## src/rtl/multi_alarm_clock.sv

```systemverilog
// 24-hour clock with NUM_ALARMS programmable alarms sharing one snooze/dismiss ringer.
// Define TWELVE_HR_EN to add the registered 12-hour outputs hrs12 and pm.
module multi_alarm_clock #(
    parameter int NUM_ALARMS = 4,
    parameter int TICK_DIV   = 2,
    parameter int SNOOZE_MIN = 5,
    parameter int RING_SEC   = 60,
    localparam int IDX_W     = (NUM_ALARMS > 1) ? $clog2(NUM_ALARMS) : 1
) (
    input  logic                  clk,
    input  logic                  reset_n,
    input  logic [1:0]            mode,
    input  logic [IDX_W-1:0]      alarm_idx,
    input  logic                  field_hrs,
    input  logic                  inc,
    input  logic [NUM_ALARMS-1:0] alarm_en,
    input  logic                  snooze,
    input  logic                  dismiss,
    output logic [7:0]            sec,
    output logic [7:0]            min,
    output logic [7:0]            hrs,
    output logic [7:0]            alrm_min,
    output logic [7:0]            alrm_hrs,
    output logic                  ringing,
    output logic [IDX_W-1:0]      ring_idx,
    output logic                  snoozed
`ifdef TWELVE_HR_EN
    ,
    output logic [7:0]            hrs12,
    output logic                  pm
`endif
);

    localparam int CNT_W = (TICK_DIV > 2) ? $clog2(TICK_DIV) : 1;
    localparam logic [CNT_W-1:0] CNT_LAST = CNT_W'(TICK_DIV - 1);
    localparam logic [7:0] RING_LAST = 8'(RING_SEC - 1);
    localparam logic [11:0] SNZ_LOAD = 12'(SNOOZE_MIN * 60);

    localparam logic [1:0] MODE_RUN       = 2'b00;
    localparam logic [1:0] MODE_SET_TIME  = 2'b01;
    localparam logic [1:0] MODE_SET_ALARM = 2'b10;

    typedef enum logic [1:0] {IDLE, RINGING, SNOOZED} ring_state_t;

    ring_state_t      state;
    logic [CNT_W-1:0] pre_cnt;
    logic             tick;
    logic             tick_d;
    logic [1:0]       mode_q;
    logic [7:0]       sec_n;
    logic [7:0]       min_n;
    logic [7:0]       hrs_n;
    logic [7:0]       al_min [NUM_ALARMS];
    logic [7:0]       al_hrs [NUM_ALARMS];
    logic             idx_ok;
    logic             match_any;
    logic [IDX_W-1:0] match_idx;
    logic             match_hit;
    logic [7:0]       ring_cnt;
    logic [11:0]      snz_cnt;

    assign idx_ok = (int'(alarm_idx) < NUM_ALARMS);
    assign tick   = (pre_cnt == CNT_LAST) && (mode != MODE_SET_TIME);

    always_ff @(posedge clk or negedge reset_n) begin
        if (!reset_n) begin
            pre_cnt <= '0;
        end else if (mode == MODE_SET_TIME || pre_cnt == CNT_LAST) begin
            pre_cnt <= '0;
        end else begin
            pre_cnt <= pre_cnt + 1'b1;
        end
    end

    // Set-time edits fields without carry; every other mode lets the 1 Hz tick ripple.
    always_comb begin
        sec_n = sec;
        min_n = min;
        hrs_n = hrs;
        if (mode == MODE_SET_TIME) begin
            if (mode_q != MODE_SET_TIME) begin
                sec_n = 8'd0;
            end
            if (inc) begin
                if (field_hrs) begin
                    hrs_n = (hrs == 8'd23) ? 8'd0 : hrs + 8'd1;
                end else begin
                    min_n = (min == 8'd59) ? 8'd0 : min + 8'd1;
                end
            end
        end else if (tick) begin
            if (sec == 8'd59) begin
                sec_n = 8'd0;
                if (min == 8'd59) begin
                    min_n = 8'd0;
                    hrs_n = (hrs == 8'd23) ? 8'd0 : hrs + 8'd1;
                end else begin
                    min_n = min + 8'd1;
                end
            end else begin
                sec_n = sec + 8'd1;
            end
        end
    end

`ifdef TWELVE_HR_EN
    function automatic logic [7:0] to_twelve(input logic [7:0] h);
        if (h == 8'd0) begin
            return 8'd12;
        end else if (h > 8'd12) begin
            return h - 8'd12;
        end
        return h;
    endfunction
`endif

    always_ff @(posedge clk or negedge reset_n) begin
        if (!reset_n) begin
            sec    <= 8'd0;
            min    <= 8'd0;
            hrs    <= 8'd0;
            mode_q <= MODE_RUN;
            tick_d <= 1'b0;
`ifdef TWELVE_HR_EN
            hrs12  <= 8'd12;
            pm     <= 1'b0;
`endif
        end else begin
            sec    <= sec_n;
            min    <= min_n;
            hrs    <= hrs_n;
            mode_q <= mode;
            tick_d <= tick;
`ifdef TWELVE_HR_EN
            hrs12  <= to_twelve(hrs_n);
            pm     <= (hrs_n >= 8'd12);
`endif
        end
    end

    always_ff @(posedge clk or negedge reset_n) begin
        if (!reset_n) begin
            for (int i = 0; i < NUM_ALARMS; i++) begin
                al_min[i] <= 8'd0;
                al_hrs[i] <= 8'd0;
            end
        end else if (mode == MODE_SET_ALARM && inc && idx_ok) begin
            if (field_hrs) begin
                al_hrs[alarm_idx] <= (al_hrs[alarm_idx] == 8'd23) ? 8'd0 : al_hrs[alarm_idx] + 8'd1;
            end else begin
                al_min[alarm_idx] <= (al_min[alarm_idx] == 8'd59) ? 8'd0 : al_min[alarm_idx] + 8'd1;
            end
        end
    end

    always_comb begin
        alrm_min = 8'd0;
        alrm_hrs = 8'd0;
        if (idx_ok) begin
            alrm_min = al_min[alarm_idx];
            alrm_hrs = al_hrs[alarm_idx];
        end
    end

    // Scanning downward leaves the lowest matching slot as the winner.
    always_comb begin
        match_any = 1'b0;
        match_idx = '0;
        for (int i = NUM_ALARMS - 1; i >= 0; i--) begin
            if (alarm_en[i] && al_min[i] == min && al_hrs[i] == hrs) begin
                match_any = 1'b1;
                match_idx = IDX_W'(i);
            end
        end
    end

    assign match_hit = match_any && tick_d && (sec == 8'd0) && (mode == MODE_RUN);

    always_ff @(posedge clk or negedge reset_n) begin
        if (!reset_n) begin
            state    <= IDLE;
            ringing  <= 1'b0;
            snoozed  <= 1'b0;
            ring_idx <= '0;
            ring_cnt <= 8'd0;
            snz_cnt  <= 12'd0;
        end else if (mode != MODE_RUN) begin
            state    <= IDLE;
            ringing  <= 1'b0;
            snoozed  <= 1'b0;
            ring_cnt <= 8'd0;
            snz_cnt  <= 12'd0;
        end else begin
            case (state)
                IDLE: begin
                    if (match_hit) begin
                        state    <= RINGING;
                        ringing  <= 1'b1;
                        ring_idx <= match_idx;
                        ring_cnt <= 8'd0;
                    end
                end
                RINGING: begin
                    if (dismiss || !alarm_en[ring_idx]) begin
                        state   <= IDLE;
                        ringing <= 1'b0;
                    end else if (snooze) begin
                        state   <= SNOOZED;
                        ringing <= 1'b0;
                        snoozed <= 1'b1;
                        snz_cnt <= SNZ_LOAD;
                    end else if (tick) begin
                        if (ring_cnt == RING_LAST) begin
                            state   <= IDLE;
                            ringing <= 1'b0;
                        end else begin
                            ring_cnt <= ring_cnt + 8'd1;
                        end
                    end
                end
                SNOOZED: begin
                    if (dismiss || !alarm_en[ring_idx]) begin
                        state   <= IDLE;
                        snoozed <= 1'b0;
                    end else if (tick) begin
                        if (snz_cnt <= 12'd1) begin
                            state    <= RINGING;
                            snoozed  <= 1'b0;
                            ringing  <= 1'b1;
                            ring_cnt <= 8'd0;
                            snz_cnt  <= 12'd0;
                        end else begin
                            snz_cnt <= snz_cnt - 12'd1;
                        end
                    end
                end
                default: begin
                    state   <= IDLE;
                    ringing <= 1'b0;
                    snoozed <= 1'b0;
                end
            endcase
        end
    end

endmodule
```

## config.mk

```make
export PLATFORM = sky130hd
export DESIGN_NAME = multi_alarm_clock
export DESIGN_NICKNAME = d
export VERILOG_FILES = /design/src/rtl/multi_alarm_clock.sv
export SDC_FILE = /design/constraint.sdc
export NUM_CORES = 1
export LEC_CHECK = 0
export CAP_MARGIN = 40
export CORE_UTILIZATION = 40
export CTS_CLUSTER_SIZE = 10
export DETAILED_ROUTE_END_ITERATION = 10
export MAX_ROUTING_LAYER = met4
export PLACE_DENSITY = 0.73
export SLEW_MARGIN = 15
export SYNTH_ARGS = -nofsm -noshare
export SYNTH_HDL_FRONTEND = slang
export SYNTH_SLANG_ARGS = --single-unit
```

## constraint.sdc

```tcl
create_clock -name clk -period 2.1 [get_ports clk]
set_input_delay 0.21 -clock clk [delete_from_list [all_inputs] [get_ports clk]]
set_output_delay 0.21 -clock clk [all_outputs]
set_load 0.02 [all_outputs]
```

* After elaboration in Yosys (flattened, before gate mapping) *
Cells that the tools add are included.

word-level totals
  register bits = 118
  bits of input ports = 14
  output and inout port bits = 44
  logic and storage cells = 194

cells by class
  add/subtract/negate cells = 8
  order comparisons = 4
  equal/unequal tests = 38
  mux-type cells = 84
  bitwise logic cells = 3
  reduce and logical (&&, ||, !) cells = 37

operators with widths
  kind                                                                     number
  8-bit 2-to-1 mux                                                         33
  12-bit 2-to-1 mux                                                        6
  32-bit bitwise mux                                                       2
  8-bit == test                                                            8
  8-bit by 1-bit adder with 8-bit output (second input constant)           6
  8-bit binary-select mux with 2-bit select                                2
  8-bit by 6-bit == test with 1-bit output (second input constant)         4
  3-bit inequality test (second input constant)                            9
  2-bit 2-to-1 mux                                                         13
  12-bit case mux with 2 select lines                                      1
  8-bit case mux with 3 select lines                                       1
  1-bit 2-to-1 mux                                                         21
  5-bit AND reduction                                                      4
  8-bit demux with 2-bit select                                            1
  8-bit by 5-bit == test with 1-bit output (second input constant)         2
  1-bit logical AND                                                        14
  12-bit by 1-bit <= comparator with 1-bit output (second input constant)  1
  12-bit by 1-bit subtractor with 12-bit output (second input constant)    1
  5-bit inequality test (second input constant)                            2
  9-bit AND reduction                                                      1
  8-bit zero test                                                          1
  2-bit inequality test (second input constant)                            4
  4-bit inequality test (second input constant)                            2
  2-bit nonzero test                                                       4
  21 further kinds                                                         31

* Logic depth before layout (Yosys ltp) *
Gate-level depths: netlist of run 1.

  word-level depth = 13
  gate-level depth with buffers = 9
  gate-level depth less buffers = 8

* Least setup slack after synthesis of run 1 *
No wires, ideal clock.

  path type = register to register
  start = register hrs[7]
  end = register ring_cnt[0]
  library setup time = 0.121 ns
  arrival time = 2.250 ns
  required time = 1.979 ns
  path slack = -0.271 ns
  cell stages (with the launch flop) = 8
  buffers on the path = 1
  clock period less this slack = 2.371 ns
  cell sequence = dfrtp_1 -> clkbuf_1 -> xor2_1 -> or4b_1 -> or4_1 -> o22ai_1 -> o31ai_1 -> nor2b_1

on the way
  cells in the longest elaborated chain, start to end = 11
  elaborated cells on any way between the ends = 17
  those cells by class = eq/ne (5); mux (4); reduce/logical (8)

RTL lines
  element                                     line  RTL
  from (decl)                                 21    output logic [7:0] hrs,
  from (signal assigned)                      131   hrs <= hrs_n;
  8-bit == test                               170   if (alarm_en[i] && al_min[i] == min && al_hrs[i] == hrs) begin
  1-bit logical AND                           170
  1-bit 2-to-1 mux (3 in a row)               170
  1-bit 2-to-1 mux (*)                        170
  1-bit logical AND (*) (3 in a row)          177   assign match_hit = match_any && tick_d && (sec == 8'd0) && (mode == MODE_RUN);
  3-bit inequality test (no source line) (*)  n/a
  9-bit AND reduction (no source line) (*)    n/a
  to (signal assigned)                        217   ring_cnt <= ring_cnt + 8'd1;
  to (decl)                                   59    logic [7:0] ring_cnt;

Every way passes the cells marked *; elsewhere a longest branch is shown, timed or not.
A chain may end at the register's enable or synchronous reset.

* Final worst setup path of run 1 *
  start = register al_min[9] in the netlist's numbering
  end = register al_min[12] in the netlist's numbering

on the way
  cells in the longest elaborated chain, start to end = 6
  elaborated cells on any way between the ends = 7
  those cells by class = add/sub (1); eq/ne (1); mux (5)

RTL lines
  element                                                                                             line  RTL
  from (decl)                                                                                         53    logic [7:0] al_min [NUM_ALARMS];
  from (signal, indexed assignment)                                                                   151   al_min[alarm_idx] <= (al_min[alarm_idx] == 8'd59) ? 8'd0 : al_min[alarm_idx] + 8'd1;
  8-bit binary-select mux with 2-bit select (*)                                                       151
  8-bit 2-to-1 mux (implied by the code) (*) (2 in a row)                                             151
  8-bit by 1-bit adder with 8-bit output or 8-bit by 6-bit == test with 1-bit output (tied branches)  151
  8-bit 2-to-1 mux (*)                                                                                151
  32-bit bitwise mux (*)                                                                              151

Every way passes the cells marked *; elsewhere a longest branch is shown, timed or not. The select of a mux whose other input is x is not followed.

==> results of run 1 <==
[layer usage]
metal | wire (um) | vias to the layer above | global-route usage [%]
li1 | - | 2931 | -
met1 | 9106 | 3147 | 31.63
met2 | 10420 | 261 | 39.09
met3 | 1272 | 56 | 4.805
met4 | 576 | 0 | 9.675
met5 | 0 | - | -
[registers in the layout, indices dropped and copies added (netlist names)]
name,cells
sec,8
tick_d,1
ring_idx,2
snoozed,1
al_hrs,32
al_min,32
pre_cnt,1
snz_cnt,12
state,2
mode_q,2
min,8
hrs,8
ring_cnt,8
ringing,1
[cell usage in the layout (no fill, tap or decap), types with 8 or more instances in the layout]
| cell | count |
|---|---|
| dfrtp_1 | 104 |
| dfrtp_2 | 14 |
| mux2_2 | 38 |
| nor2_1 | 47 |
| nor3_1 | 13 |
| inv_1 | 12 |
| o21ai_0 | 33 |
| nand3_1 | 25 |
| nand4_1 | 18 |
| mux4_2 | 15 |
| o31ai_1 | 17 |
| xor2_1 | 27 |
| xnor2_1 | 49 |
| buf_4 | 141 |
| clkbuf_16 | 17 |
| clkdlybuf4s50_1 | 38 |
| nand2_1 | 67 |
| ha_1 | 8 |
| o21a_1 | 8 |
| and3_1 | 12 |
| clkinvlp_4 | 8 |
| a21oi_1 | 29 |
[kinds of logic (layout without fill, tap and decap cells)]
| logic type | after synthesis | count (layout) | share of synthesized area (%) |
|---|---|---|---|
| adders and majority gates | 9 | 9 | 1.601 |
| and+or+nand+nor | 254 | 254 | 18.74 |
| xor gates and xnor gates | 82 | 82 | 10.21 |
| AOI/OAI and AO/OA | 129 | 129 | 11.81 |
| buffers and inverters | 46 | 252 | 3.219 |
| DFF | 118 | 118 | 41.97 |
| muxes | 60 | 60 | 12.45 |
[power breakdown]
part	internal (mW)	switching (mW)	leakage, nW
Combinational	1.33	1.43	2.52
Clock	1.54	1.17	0.243
Sequential	2.56	0.348	1.56
[worst min path at each step]
stage,start,to,slack (ns),depth (start not counted)
2_1_floorplan,reset_n,al_hrs[0],-0.09,0
3_3_place_gp,reset_n,snz_cnt[10],0.23,1
3_5_place_dp,reset_n,snz_cnt[6],0.23,1
4_1_cts,reset_n,snz_cnt[6],0.32,2
5_1_grt,reset_n,snz_cnt[6],0.36,2
6_report,reset_n,snz_cnt[6],0.30,2
[repair_timing]
action | CTS | global route
gates resized for setup | 60 | 34
hold endpoints to repair | 36 | 0
endpoints found under the setup margin | 73 | 56
setup buffers | 3 | 8
pin swaps | 4 | 10
gates cloned | 1 | 0
hold buffers | 1 | 0
[cell type report]
class	count	area [sq um]
clock buffer	18	439.2
clock inverter	14	101.3
fill	1440	7553
inverter	12	45.04
multi-input combinational	534	4088
sequential	118	2970
tap	225	281.5
timing repair buffer	208	1758
[stage by stage]
stage	setup WS [ns]	std cells	TNS, ns	utilization, %
finish	-0.1620	1129	-1.569	56.18
global route	-0.2219	1129	-4.254	56.18
CTS	-0.1433	1121	-1.287	55.07
detailed placement	-0.5933	1084	-37.56	51.21
global placement	-0.6026	1083	-35.93	51.18
floorplan	-0.1510	698	-1.221	-
==> results.cfg, run 1 <==
[worst_setup_path]
crit_chain = mux4_2, ha_1, or4b_4, o21ai_2, nand2_1, a21o_1, mux2_4
crit_buf_inv = 0
crit_start = al_min[9]
cp_slowest_cell = or4b_4
reg2reg_to = al_min[12]
crit_path_end = al_min[12]
endpoint_kind = flop
cp_top_family = multiplexers
worstSetupPathType = flop to flop
critPathArrivalTime_ns = 2.58
reg2reg_setup_slack_ns = -0.16
cp_num_cells = 7
cp_slowest_stage_delay_ns = 0.51
crit_required_ns = 2.42
rr_worst_depth = 7
crit_path_max_fanout = 4
r2r-start = al_min[9]
start_kind = flop

[global_routing]
grtUsageTotal_pct = 24.84
grt_overflow = 0
grt_start_max_net_pins = 49
antenna_found_initial = 0
grt_pass1_vias = 6115
grt_pass1_wl_mm = 32.98

[clock_tree]
clkTransAtPathRegs_ns = 0.06
worstSkewPairLatency_ns = 0.43
clkSinkCount = 118
cts-root-buf = clkbuf_16
cts_tree = yes
h-tree-depth = 4
cts_made_buffers = 17
clock_path_buffers = 2

[floorplan]
dieArea_sq_um = 18120
die_y_um = 134.6
initial_core_util_pct = 40.82
die_x_um = 134.6
core_area_sq_um = 17240
core.rowCount = 48
ios = 58

[final_layout]
design_area_sq_um = 9683
antenna_cells = 0
num-nets-final = 914
syn_to_final_growth_pct = 37.63
drive_above_1_share_pct = 33.63

[logic_synthesis]
ys.flop_type = dfrtp_1
seq_area_frac_synth_pct = 41.97
syn_nets = 721
synth_area_per_cell_sq_um = 10.08
ys_ff_latch = 118
ys_warn_count = 0
synth.distinct_cells = 68
synth-async-reset-ratio_pct = 100.0
synth_edf_count = 0
synth_commonest_cells = dfrtp_1, nand2_1, xnor2_1, nor2_1, mux2_2
synth.area.top_cells = dfrtp_1, xnor2_1, mux2_2, mux4_2, nand2_1
synth_top_area_share_pct = 41.97
synthCells = 698
synth_most_common_cell = dfrtp_1
yosys.area.top_type = dfrtp_1
syn_area_sq_um = 7035

[routing]
wl_per_cell_um = 18.93
route.detailed.drc = 0
first_pass_iters = 5
wl_mm = 21.37
postRouteAntennaNets = 0
via_count = 6395
via_per_inst = 5.664
drt-initial-drc-count = 572

[place]
gp_congestion = 0.9297
dpl-instance-area_sq_um = 8827
port_buffers = 57
hpwlAfterDp_mm = 15.37

[job]
cap_violations = 0

[run_status]
violations = negative setup slack
status = finished with violations

[timing]
hold_viol_final = 0
fmax_ghz = 0.4421
drv_slew = 0
setup_viol = 23
grt_setup_unrepaired = yes
worstMarginPinSlew_ns = 0.5308
fin_ws_ns = -0.1620
layout_worst_path_cycle_share_pct = 107.7
fin_crit_ns = 2.262
clock-skew-final_ns = 0.008641
fin_hold_ws_ns = 0.3031
slew_headroom_pct = 64.61

[power_and_ir_drop]
power_leakage_nw = 4.318
ir_drop_v = 0.0007826
powerDensity_nw_per_um2 = 864.7
finalPower_mw = 8.373

[hold_path]
hp-class = input port to asynchronous set/reset pin
Power figures use the tool's default switching activity.
==> run 2: changes to the inputs <==
CORE_UTILIZATION = 50   (was 40)
PLACE_DENSITY = 0.85   (was 0.73)
==> results.cfg, run 2 (synthesis results as in run 1) <==
[timing]
layout_worst_path_cycle_share_pct = 107.9
fin_crit_ns = 2.266
tns_ns = -2.276
grt_setup_unrepaired = yes
hold_viol_final = 0
clock-skew-final_ns = 0.009612
setup_viol = 22
fin_ws_ns = -0.1657
worstMarginPinSlew_ns = 0.5481
fmax_ghz = 0.4414
drv_slew = 0
slew_headroom_pct = 63.46

[worst_setup_path]
start_kind = flop
critPathArrivalTime_ns = 2.58
worstSetupPathType = flop to flop
crit_required_ns = 2.41
crit_start = al_min[31]
cp_slowest_stage_delay_ns = 0.57
cp_slowest_cell = or4b_4
rr_worst_depth = 6
reg2reg_setup_slack_ns = -0.17
endpoint_kind = flop
crit_chain = mux4_2, or4b_4, o21ai_2, nand2_1, a21o_1, mux2_4
cp_top_family = multiplexers
crit_path_max_fanout = 4
reg2reg_to = al_min[12]
crit_buf_inv = 0
r2r-start = al_min[31]

[routing]
wl_per_cell_um = 20.69
wl_mm = 22.53
drt-initial-drc-count = 628
via_per_inst = 6.170
via_count = 6719
postRouteAntennaNets = 0
first_pass_iters = 6
route.detailed.drc = 0

[global_routing]
grtUsageTotal_pct = 32.57
antenna_found_initial = 0
grt_start_max_net_pins = 66
grt_overflow = 0
grt_pass1_vias = 6727
grt_pass1_wl_mm = 34.80

[floorplan]
die_x_um = 120.6
ios = 58
core.rowCount = 42
core_area_sq_um = 13510
die_y_um = 120.6
initial_core_util_pct = 52.09
dieArea_sq_um = 14550

[clock_tree]
cts-root-buf = clkbuf_16
cts_made_buffers = 17
worstSkewPairLatency_ns = 0.43
h-tree-depth = 4
clkSinkCount = 118
clock_path_buffers = 2
clkTransAtPathRegs_ns = 0.06
cts_tree = yes

[final_layout]
final_cell_mix = buf_4, dfrtp_1, nand2_1, xnor2_1, nor2_1
layout_commonest_cell = buf_4
reg.largest.list = al_hrs: 32 flops, al_min: 32 flops, snz_cnt: 12 flops
design_area_sq_um = 9828
drive_above_1_share_pct = 35.38
num-nets-final = 923
syn_to_final_growth_pct = 39.69
antenna_cells = 0

[run_status]
status = finished with violations
violations = negative setup slack

[power_and_ir_drop]
powerDensity_nw_per_um2 = 915.6
ir_drop_v = 0.0006957
power_leakage_nw = 4.407
finalPower_mw = 8.999

[place]
port_buffers = 57
hpwlAfterDp_mm = 15.25
gp_congestion = 0.9645
dpl-instance-area_sq_um = 8813

[hold_path]
hp-class = input port to asynchronous set/reset pin

[job]
cap_violations = 0
==> run 2: changes by cell type in the layout (fill, tap and decap cells not counted), sizes merged <==
cell | previous run | this run
clkinv | 3 | 6
bufbuf | 1 | 0
bufinv | 0 | 4
clkdlybuf4s15 | 5 | 4
clkbuf | 18 | 19
inv | 15 | 13
dlygate4sd2 | 7 | 5
clkinvlp | 8 | 2
buf | 156 | 169
==> run 2: cell type report <==
type,instances,area [sq um]
tap,176,220.2
fill,878,3677
multi-input combinational,534,4173
inverter,12,45.04
clock buffer,19,452.9
timing repair buffer,217,1794
clock inverter,13,177.7
sequential,118,2965
==> run 2: worst max path at each step <==
stage / depth (start not counted) / end
2_1_floorplan: 6 / al_min[12]
3_3_place_gp: 9 / al_hrs[0]
3_5_place_dp: 7 / al_min[21]
4_1_cts: 6 / al_min[12]
5_1_grt: 6 / al_min[20]
6_report: 6 / al_min[12]
==> run 2: worst register-to-register path: stages (launching register included) <==
cell	delay (ns)
dfrtp_1	0.39
mux4_2	0.51
or4b_4	0.57
o21ai_2	0.13
nand2_1	0.07
a21o_1	0.19
mux2_4	0.28
==> run 2: report_power, final <==
group	leakage (nW)	switching [mW]	internal (mW)
Combinational	2.54	1.56	1.42
Sequential	1.56	0.331	2.55
Clock	0.309	1.09	2.04
==> run 2: stage by stage <==
stage | instances | hold WS [ns] | util (%) | setup slack, ns
floorplan | 698 | -0.08559 | - | -0.1510
global placement | 1042 | 0.07686 | 65.22 | -0.5519
detailed placement | 1043 | 0.07808 | 65.26 | -0.6012
CTS | 1083 | 0.1712 | 71.04 | -0.1781
global route | 1089 | 0.2002 | 72.77 | -0.2101
finish | 1089 | 0.1718 | 72.77 | -0.1657
==> run 2: timing repair <==
| action | 4_1_cts | 5_1_grt |
|---|---|---|
| endpoints found under the hold margin | 77 | 0 |
| gates cloned | 0 | 0 |
| setup buffers | 7 | 7 |
| hold buffers | 1 | 0 |
| setup endpoints to repair | 75 | 44 |
| pin swaps | 8 | 20 |
| resized for setup | 85 | 42 |
==> run 2: routing by layer <==
layer	share of wire, %	GRT usage, %	vias to the layer above
li1	-	-	2944
met1	39	38.23	3313
met2	48	51.29	361
met3	7.1	6.887	101
met4	5.7	20.22	0
met5	0	-	-
==> run 3: changes to the inputs <==
CORE_UTILIZATION = 53   (was 50)
CTS_CLUSTER_DIAMETER = 40   (was default)
PLACE_DENSITY = 0.89   (was 0.85)
==> results.cfg, run 3 (synthesis results as in run 1) <==
[worst_setup_path]
crit_buf_inv = 0
crit_chain = mux4_2, or4b_4, o21ai_2, nand2_1, a21o_1, mux2_2
start_kind = flop
cp_slowest_stage_delay_ns = 0.61
endpoint_kind = flop
critPathArrivalTime_ns = 2.64
crit_required_ns = 2.41
crit_path_max_fanout = 4
worstSetupPathType = flop to flop
crit_start = al_min[2]
r2r-start = al_min[2]
cp_slowest_cell = or4b_4
cp_top_family = multiplexers

[timing]
slew_headroom_pct = 62.09
fmax_ghz = 0.4300
fin_hold_ws_ns = 0.2793
grt_setup_unrepaired = yes
setup_viol = 39
clock-skew-final_ns = 0.008747
worstMarginPinSlew_ns = 0.5653
fin_ws_ns = -0.2259
layout_worst_path_cycle_share_pct = 110.8
fin_crit_ns = 2.326
hold_viol_final = 0
drv_slew = 0

[global_routing]
grt_pass1_wl_mm = 34.42
antenna_found_initial = 0
grt_pass1_vias = 6638
grt_overflow = 0
grtUsageTotal_pct = 35.38
grt_start_max_net_pins = 58

[clock_tree]
clock_path_buffers = 2
h-tree-depth = 4
worstSkewPairLatency_ns = 0.43
clkTransAtPathRegs_ns = 0.06
cts_made_buffers = 17
cts-root-buf = clkbuf_16
clkSinkCount = 118
cts_tree = yes

[routing]
wl_mm = 23.44
wl_per_cell_um = 21.80
first_pass_iters = 6
postRouteAntennaNets = 0
route.detailed.drc = 0
via_per_inst = 6.419
via_count = 6900
drt-initial-drc-count = 722

[final_layout]
reg.largest.list = al_hrs: 32 flops, al_min: 32 flops, snz_cnt: 12 flops
drive_above_1_share_pct = 34.11
antenna_cells = 0
finalNonFillerCells = 1075
fill_cells = 766
final_util_pct = 76.04
syn_to_final_growth_pct = 38.06
design_area_sq_um = 9713
num-nets-final = 914
layout_commonest_cell = buf_4
final_cell_mix = buf_4, dfrtp_1, nand2_1, xnor2_1, nor2_1

[job]
cap_violations = 0

[floorplan]
dieArea_sq_um = 13740
initial_core_util_pct = 55.08
die_x_um = 117.2
die_y_um = 117.2
core_area_sq_um = 12770
core.rowCount = 41
ios = 58

[hold_path]
hp-class = input port to asynchronous set/reset pin

[run_status]
status = finished with violations
violations = negative setup slack

[power_and_ir_drop]
ir_drop_v = 0.0008681
powerDensity_nw_per_um2 = 911.6
power_leakage_nw = 4.356

[place]
hpwlAfterDp_mm = 15.70
port_buffers = 57
gp_congestion = 0.9846
dpl-instance-area_sq_um = 8776
place_ws_ns = -0.6586
dpl.cell_count = 1036
run 3: cell count changes in the layout (fill, tap and decap cells not counted), sizes merged:
cell           previous run  this run
buf                     169       155
clkbuf                   19        23
dlygate4sd2               5         8
clkinvlp                  2         0
bufbuf                    0         1
bufinv                    4         3
clkdlybuf4s15             4         5
clkinv                    6         5
inv                      13        12
run 3: metal layers:
metal	vias up	track usage, %	part of all wire (%)
met3	140	7.981	8.9
met2	486	58.20	48
met4	0	18.06	5.8
met1	3349	40.62	37
met5	-	-	0
li1	2925	-	-
run 3: path summary, 6_finish.rpt:
kind | end | slack (ns) | depth (start not counted)
min in group clk | mode_q[1] | 0.38 | 1
setup reg to reg | al_min[28] | -0.23 | 6
setup / recovery | al_min[28] | -0.23 | 6
max in group asynchronous | min[5] | 1.03 | 3
hold reg to reg | snoozed | 0.48 | 1
hold / removal | snz_cnt[5] | 0.28 | 2
run 3: report_power, final:
| group | leakage [nW] | total, mW | switching, mW | internal [mW] |
|---|---|---|---|---|
| Sequential | 1.56 | 2.89 | 0.335 | 2.55 |
| Clock | 0.297 | 2.98 | 1.03 | 1.95 |
| Combinational | 2.50 | 2.99 | 1.59 | 1.40 |
run 3: cell type report:
class | count | area [sq um] | area share [%]
clock inverters | 8 | 122.6 | 1.262
flip-flops and latches | 118 | 2964 | 30.52
inverters | 12 | 45.04 | 0.4637
well taps | 172 | 215.2 | 2.216
multi-input cells | 534 | 4143 | 42.65
clock buffers | 23 | 478.0 | 4.921
repair buffers | 208 | 1745 | 17.97
run 3: worst register-to-register path: stages, from the launching register on:
cell and delay (ns):
dfrtp_1 0.40, mux4_2 0.53, or4b_4 0.61, o21ai_2 0.13
nand2_1 0.07, a21o_1 0.19, mux2_2 0.28
run 3: metrics by stage:
stage	TNS, ns	power, mW
final	-3.183	8.854
after global routing	-4.956	9.117
after CTS	-1.130	8.613
after detailed placement	-41.00	5.518
after global placement	-33.44	5.410
after floorplan	-1.221	4.362
run 3: repair_timing:
item,4_1_cts,5_1_grt
hold buffers,1,0
setup buffers,2,6
hold endpoints to repair,32,0
cloned,1,0
resized for setup,69,41
pin swaps,9,18
endpoints found under the setup margin,80,64
